<file path="src/rtl/conv_feed_pkg.sv">
// Shared definitions for the convolution feature-read sequencer:
// FSM state encoding, default geometry and the address-width check.
package conv_feed_pkg;

    typedef enum logic [1:0] {
        IDLE = 2'd0,
        RUN  = 2'd1,
        DONE = 2'd2
    } state_t;

    localparam int DEF_KH        = 5;
    localparam int DEF_KW        = 5;
    localparam int DEF_CH_GROUPS = 1;
    localparam int DEF_OUT_ROWS  = 28;
    localparam int DEF_OUT_COLS  = 28;

    // True when the highest feature address of a plane fits in addr_w bits.
    function automatic bit addr_fits(input int kh, input int kw, input int ch_groups,
                                     input int out_rows, input int out_cols,
                                     input int base_addr, input int addr_w);
        longint last;
        last = longint'(base_addr)
             + longint'(ch_groups) * longint'(out_rows + kh - 1) * longint'(out_cols + kw - 1)
             - 1;
        return last < (longint'(1) << addr_w);
    endfunction

endpackage

</file>
<file path="src/rtl/conv_feed_cnt.sv">
// Wrapping counter 0..MAX-1. 'wrap' is high on the increment that returns
// the count to zero, so it can feed the next counter's 'inc' directly.
module conv_feed_cnt #(
    parameter int MAX = 2,
    parameter int W   = (MAX > 1) ? $clog2(MAX) : 1
) (
    input  logic         clk,
    input  logic         rst_n,
    input  logic         clr,
    input  logic         inc,
    output logic [W-1:0] value,
    output logic         wrap
);

    assign wrap = inc && (value == W'(MAX - 1));

    // Count on inc, wrap to zero at MAX-1; clear has priority.
    always_ff @(posedge clk or negedge rst_n) begin
        if (!rst_n) begin
            value <= '0;
        end else if (clr) begin
            value <= '0;
        end else if (inc) begin
            value <= wrap ? '0 : value + 1'b1;
        end
    end

endmodule

</file>
<file path="src/rtl/conv_feed_seq.sv">
// Feature-map read sequencer: walks r, c, g, kr, kc (outermost first) and
// issues one read address per accepted beat, tagging neuron and plane ends.
// Optional macro CONV_FEED_ABORT_EN adds an 'abort' input that ends a plane
// early without a done pulse.
module conv_feed_seq
    import conv_feed_pkg::*;
#(
    parameter int KH        = DEF_KH,
    parameter int KW        = DEF_KW,
    parameter int CH_GROUPS = DEF_CH_GROUPS,
    parameter int OUT_ROWS  = DEF_OUT_ROWS,
    parameter int OUT_COLS  = DEF_OUT_COLS,
    parameter int ADDR_W    = 16,
    parameter int BASE_ADDR = 0
) (
    input  logic              clk,
    input  logic              rst_n,
`ifdef CONV_FEED_ABORT_EN
    input  logic              abort,
`endif
    input  logic              start,
    input  logic              feat_ready,
    output logic              feat_valid,
    output logic [ADDR_W-1:0] feat_addr,
    output logic              tap_last,
    output logic              plane_last,
    output logic [ADDR_W-1:0] out_addr,
    output logic              busy,
    output logic              done
);

    localparam int IN_COLS   = OUT_COLS + KW - 1;
    localparam int IN_ROWS   = OUT_ROWS + KH - 1;
    // Address deltas applied when the corresponding loop level advances.
    localparam int STEP_ROW  = IN_COLS - (KW - 1);
    localparam int STEP_GRP  = IN_ROWS * IN_COLS - (KH - 1) * IN_COLS - (KW - 1);
    localparam int STEP_NROW = IN_COLS - (OUT_COLS - 1);

    localparam int KC_W = (KW > 1)        ? $clog2(KW)        : 1;
    localparam int KR_W = (KH > 1)        ? $clog2(KH)        : 1;
    localparam int G_W  = (CH_GROUPS > 1) ? $clog2(CH_GROUPS) : 1;
    localparam int C_W  = (OUT_COLS > 1)  ? $clog2(OUT_COLS)  : 1;
    localparam int R_W  = (OUT_ROWS > 1)  ? $clog2(OUT_ROWS)  : 1;

    if (!addr_fits(KH, KW, CH_GROUPS, OUT_ROWS, OUT_COLS, BASE_ADDR, ADDR_W)) begin : g_addr_chk
        $fatal(1, "conv_feed_seq: last feature address does not fit in ADDR_W bits");
    end

    state_t            state;
    logic              abort_i;
    logic              fire;
    logic              cnt_clr;
    logic [ADDR_W-1:0] nbase;
    logic [ADDR_W-1:0] nbase_n;

    logic [KC_W-1:0] kc, kc_n;
    logic [KR_W-1:0] kr, kr_n;
    logic [G_W-1:0]  g,  g_n;
    logic [C_W-1:0]  c,  c_n;
    logic [R_W-1:0]  r,  r_n;
    logic            kc_wrap, kr_wrap, g_wrap, c_wrap, r_wrap;
    logic            tap_n, plane_n;

`ifdef CONV_FEED_ABORT_EN
    assign abort_i = abort;
`else
    assign abort_i = 1'b0;
`endif

    // Abort wins over a simultaneous handshake; counters stay at zero outside RUN.
    assign fire    = (state == RUN) && feat_ready && !abort_i;
    assign cnt_clr = (state != RUN) || abort_i;

    conv_feed_cnt #(.MAX(KW),        .W(KC_W)) u_kc (.clk(clk), .rst_n(rst_n), .clr(cnt_clr), .inc(fire),    .value(kc), .wrap(kc_wrap));
    conv_feed_cnt #(.MAX(KH),        .W(KR_W)) u_kr (.clk(clk), .rst_n(rst_n), .clr(cnt_clr), .inc(kc_wrap), .value(kr), .wrap(kr_wrap));
    conv_feed_cnt #(.MAX(CH_GROUPS), .W(G_W))  u_g  (.clk(clk), .rst_n(rst_n), .clr(cnt_clr), .inc(kr_wrap), .value(g),  .wrap(g_wrap));
    conv_feed_cnt #(.MAX(OUT_COLS),  .W(C_W))  u_c  (.clk(clk), .rst_n(rst_n), .clr(cnt_clr), .inc(g_wrap),  .value(c),  .wrap(c_wrap));
    conv_feed_cnt #(.MAX(OUT_ROWS),  .W(R_W))  u_r  (.clk(clk), .rst_n(rst_n), .clr(cnt_clr), .inc(c_wrap),  .value(r),  .wrap(r_wrap));

    // Loop position of the beat presented next, so the tags can be registered.
    assign kc_n = kc_wrap ? '0 : (fire    ? kc + 1'b1 : kc);
    assign kr_n = kr_wrap ? '0 : (kc_wrap ? kr + 1'b1 : kr);
    assign g_n  = g_wrap  ? '0 : (kr_wrap ? g  + 1'b1 : g);
    assign c_n  = c_wrap  ? '0 : (g_wrap  ? c  + 1'b1 : c);
    assign r_n  = r_wrap  ? '0 : (c_wrap  ? r  + 1'b1 : r);

    assign tap_n   = (g_n == G_W'(CH_GROUPS - 1)) && (kr_n == KR_W'(KH - 1)) && (kc_n == KC_W'(KW - 1));
    assign plane_n = tap_n && (r_n == R_W'(OUT_ROWS - 1)) && (c_n == C_W'(OUT_COLS - 1));

    // Neuron base r*IN_COLS+c advances by one per column and jumps at row end.
    assign nbase_n = c_wrap ? nbase + ADDR_W'(STEP_NROW) : nbase + 1'b1;

    // Control FSM and all registered outputs; address follows incrementally.
    always_ff @(posedge clk or negedge rst_n) begin
        if (!rst_n) begin
            state      <= IDLE;
            feat_valid <= 1'b0;
            busy       <= 1'b0;
            done       <= 1'b0;
            tap_last   <= 1'b0;
            plane_last <= 1'b0;
            feat_addr  <= '0;
            out_addr   <= '0;
            nbase      <= '0;
        end else begin
            case (state)
                IDLE: begin
                    done <= 1'b0;
                    if (start) begin
                        state      <= RUN;
                        busy       <= 1'b1;
                        feat_valid <= 1'b1;
                        feat_addr  <= ADDR_W'(BASE_ADDR);
                        out_addr   <= '0;
                        nbase      <= '0;
                        tap_last   <= tap_n;
                        plane_last <= plane_n;
                    end
                end
                RUN: begin
                    if (abort_i || r_wrap) begin
                        state      <= abort_i ? IDLE : DONE;
                        done       <= !abort_i;
                        busy       <= 1'b0;
                        feat_valid <= 1'b0;
                        tap_last   <= 1'b0;
                        plane_last <= 1'b0;
                        feat_addr  <= '0;
                        out_addr   <= '0;
                        nbase      <= '0;
                    end else if (fire) begin
                        tap_last   <= tap_n;
                        plane_last <= plane_n;
                        if (g_wrap) begin
                            nbase     <= nbase_n;
                            feat_addr <= ADDR_W'(BASE_ADDR) + nbase_n;
                            out_addr  <= out_addr + 1'b1;
                        end else if (kr_wrap) begin
                            feat_addr <= feat_addr + ADDR_W'(STEP_GRP);
                        end else if (kc_wrap) begin
                            feat_addr <= feat_addr + ADDR_W'(STEP_ROW);
                        end else begin
                            feat_addr <= feat_addr + 1'b1;
                        end
                    end
                end
                DONE: begin
                    done  <= 1'b0;
                    state <= IDLE;
                end
                default: begin
                    state <= IDLE;
                end
            endcase
        end
    end

endmodule

</file>
<file path="config.mk">
export PLATFORM = sky130hd
export DESIGN_NAME = conv_feed_seq
export DESIGN_NICKNAME = d
export VERILOG_FILES = /design/src/rtl/conv_feed_pkg.sv /design/src/rtl/conv_feed_cnt.sv /design/src/rtl/conv_feed_seq.sv
export SDC_FILE = /design/constraint.sdc
export NUM_CORES = 1
export LEC_CHECK = 0
export CORE_MARGIN = 2
export CORE_UTILIZATION = 40
export CTS_CLUSTER_DIAMETER = 100
export DETAILED_ROUTE_END_ITERATION = 10
export HOLD_SLACK_MARGIN = 0.02
export MAX_ROUTING_LAYER = met4
export PLACE_DENSITY = 0.59
export SLEW_MARGIN = 20
export SYNTH_ARGS = -nofsm -noshare
export SYNTH_HDL_FRONTEND = slang
export SYNTH_SLANG_ARGS = --single-unit
</file>
<file path="constraint.sdc">
create_clock -name clk -period 4.31 [get_ports clk]
set_input_delay 1.293 -clock clk [delete_from_list [all_inputs] [get_ports clk]]
set_output_delay 1.293 -clock clk [all_outputs]
set_load 0.1 [all_outputs]
</file>
==> run_results.csv <==
group,metric,value,unit
outcome,outcome,"finished, final reports clean",
clock_tree,post_cts_buffers,0,
yosys,synth_top_family_by_area,"simple AND/OR/NAND/NOR gates",
pwr,sw_frac_of_total,36.8,%
yosys,synth.top_cell.area_share,41.4,%
yosys,synth_mux_area_share,0.700,%
run,maxCapViolations,0,
hold_path,min-delay-path-class,"flop to flop",
placement,io_buffer_count,40,
pwr,power.leakage,2.19,nW
floorplanning,io-pin-count,41,
yosys,syn_avg_cell_area,8.72,um2
yosys,synth.distinct_cells,67,
placement,dp_slack,513,ps
yosys,yosys_register_bits,71,
clock_tree,htreeDepth,3,
pwr,p_total,0.00185,W
setup_path,cp_cell_sequence,"clkdlybuf4s50_1",
clock_tree,cts_tree,"yes",
pwr,clkPwrFrac,31.9,%
clock_tree,cts_buffers,9,
clock_tree,cts_hold_buffers,0,
setup_path,crit_path_end_kind,"output pin",
setup_path,regToRegEndpoint,"feat_addr[13]",
timing,worst_slack,854,ps
setup_path,worst_path_max_delay_cell,"clkdlybuf4s50_1",
yosys,synth_edf_count,0,
timing,rsz0062_at_grt,"no",
timing,relSlewSlack,33.9,%
pwr,sequentialPowerShare,41.8,%
timing,holdWs,476,ps
final_layout,layout.nets,541,
pwr,p_int,0.00117,W
floorplanning,dieArea,11600,um2
setup_path,worst-path-buf-inv,1,
final_layout,layout_commonest_cell,"dfrtp_1",
setup_path,critPathLaunchType,"flop",
pwr,p_sw,0.000681,W
setup_path,timing.rr.start,"u_kc.value[0]",
detailed_routing,drc,0,
final_layout,area_delta_synth_final,17.0,%
clock_tree,clkTransAtPathRegs,80,ps
pwr,peakVddDrop,0.000194,V
detailed_routing,viasPerCell,5.96,
setup_path,r2r_slack,1450,ps
final_layout,drive_above_1_share,6.43,%
global_routing,grt_pass1_wl,18900,um
pwr,power_density,369,nW/um2
yosys,synth_simple_gate_area_share,25.5,%
global_routing,grt_max_degree,72,
yosys,synth-xor-area-share,4.29,%
global_routing,antenna_found_initial,0,
floorplanning,die_h,108,um
final_layout,final_cell_mix,"71 x dfrtp_1, 55 x nand2_1, 44 x nor2_1",
floorplanning,die_w,108,um
clock_tree,worst_skew_pair.late_latency,350,ps
placement,gp_congestion,0.855,
setup_path,cp_data_required_time,3020,ps
yosys,yosys.area.top_type,"dfrtp_1",
timing,max_freq,0.289,GHz
setup_path,cp-startpoint,"feat_addr[4]",
yosys,synthCells,492,
global_routing,grt-ovfl-total,0,
detailed_routing,dr.pass1.iters,5,
detailed_routing,wire_per_inst,16.9,um
placement,dpl.hpwl,7850,um
floorplanning,coreArea,10400,um2
clock_tree,ctsResizeCount,0,
timing,min_period,3460,ps
yosys,netlist_area,4290,um2
clock_tree,clock_path_buffers,2,
setup_path,cp_top_family,"buffers and inverters",
timing,final_max_slew_viol_count,0,
timing,fin_skew,10.1,ps
timing,setup_violations,0,
yosys,synth_fa_ha_area_share,3.21,%
pwr,p_comb_share,26.3,%
floorplanning,num_rows,37,
floorplanning,initial_utilization,41.3,%
setup_path,path_class,"flop to output pin",
yosys,yosys-top-cells-area,"dfrtp_1 41%, nand2_1 4.8%, o21ai_0 4.3%",
clock_tree,cts.sink_count,71,
timing,finalCritPeriodShare,80.2,%
global_routing,grt_pass1_vias,3745,
yosys,synth_compound_area_share,20.9,%
detailed_routing,drtIter0Drc,245,
timing,tns,0,ps
setup_path,crit_end,"feat_addr[4]",
detailed_routing,ant_nets,0,
yosys,synth.net_count,507,
setup_path,arrival,2160,ps
setup_path,path_depth,1,
timing,worst_pin_slew,988,ps
yosys,ys_warn_count,0,
yosys,ys.flop_type,"dfrtp_1",
setup_path,max_stage_delay,1210,ps
yosys,synthArstFlopShare,100,%
setup_path,cp_max_fo,13,
final_layout,num_antenna_cells,0,
timing,hold_violations,0,
global_routing,track_usage,21.0,%
clock_tree,cts_root_buf,"clkbuf_8",
setup_path,reg2regPathDepth,8,
detailed_routing,vias,3961,
detailed_routing,routed_wl,11200,um
yosys,seq_area_frac_synth,41.4,%
power groups by stage:
stage / registers [W] / logic [W] / clock network, W
after floorplan: 0.000906 / 0.000227 / 0
after global placement: 0.000785 / 0.000482 / 0
after detailed placement: 0.000787 / 0.000484 / 0
after CTS: 0.000774 / 0.000486 / 0.000606
after global routing: 0.000782 / 0.000522 / 0.000634
final: 0.000773 / 0.000487 / 0.000590
metal layers:
layer | track usage (%) | vias up | part of all wire (%)
met5 | - | - | 0
met4 | 5.77 | 0 | 1.0
met3 | 3.69 | 10 | 4.5
met2 | 32.1 | 108 | 46
met1 | 28.9 | 1968 | 49
li1 | - | 1875 | -
state kept, by name, summed over array words and instances (netlist names):
signal,flops
u_r.value,5
state,2
u_g.value,1
feat_addr,16
done,1
u_kc.value,3
plane_last,1
busy,1
u_c.value,5
u_kr.value,3
tap_last,1
nbase,16
out_addr,16
Yosys cell counts (3+ instances only):
library cell / number
a211o_1: 3
a21o_1: 11
a21oi_1: 26
a221o_1: 3
a31oi_1: 4
and2_1: 4
and3_1: 9
and4b_1: 3
buf_2: 6
clkbuf_1: 16
dfrtp_1: 71
ha_1: 11
inv_1: 17
mux2i_1: 3
nand2_1: 55
nand2b_1: 5
nand3_1: 29
nand4_1: 13
nor2_1: 45
nor2b_1: 4
nor3_1: 13
nor3b_1: 3
nor4_1: 9
nor4b_1: 3
o21ai_0: 37
o22ai_1: 4
o311ai_0: 3
o31ai_1: 7
o41ai_1: 3
or3_1: 4
xnor2_1: 16
xor2_1: 5
through the flow:
stage | std cells | cell area (um2) | utilization (%)
2_1_floorplan | 492 | 4290 | -
3_3_place_gp | 651 | 4800 | 46.3
3_5_place_dp | 651 | 4800 | 46.3
4_1_cts | 665 | 5010 | 48.3
5_1_grt | 665 | 5010 | 48.4
6_report | 665 | 5010 | 48.4
cell families (layout without fill, tap and decap cells):
kind of cell,Yosys count,in the layout
adder cells (fa/ha/maj),11,11
XOR/XNOR,21,21
AND/OR/NAND/NOR,213,213
flip-flops,71,71
buffers and inverters,41,78
multiplexers,3,3
AO/OA/AOI/OAI,132,132
layout make-up:
| type | count | area, um2 |
|---|---|---|
| flip-flops and latches | 71 | 1780 |
| inverters | 17 | 63.8 |
| clock buffers | 9 | 124 |
| repair buffers | 47 | 450 |
| fillers | 1004 | 5360 |
| clock inverters | 5 | 85.1 |
| multi-input cells | 380 | 2340 |
| well taps | 136 | 170 |
worst min-delay path by stage:
stage | startpoint | end | slack, ps | depth (start not counted)
finish | plane_last | plane_last | 480 | 2
CTS | out_addr[15] | out_addr[15] | 480 | 1
detailed placement | out_addr[15] | out_addr[15] | 460 | 1
global placement | nbase[15] | nbase[15] | 460 | 1
global route | out_addr[15] | out_addr[15] | 510 | 1
floorplan | nbase[15] | nbase[15] | 450 | 1
(Power assumes the default switching activity.)
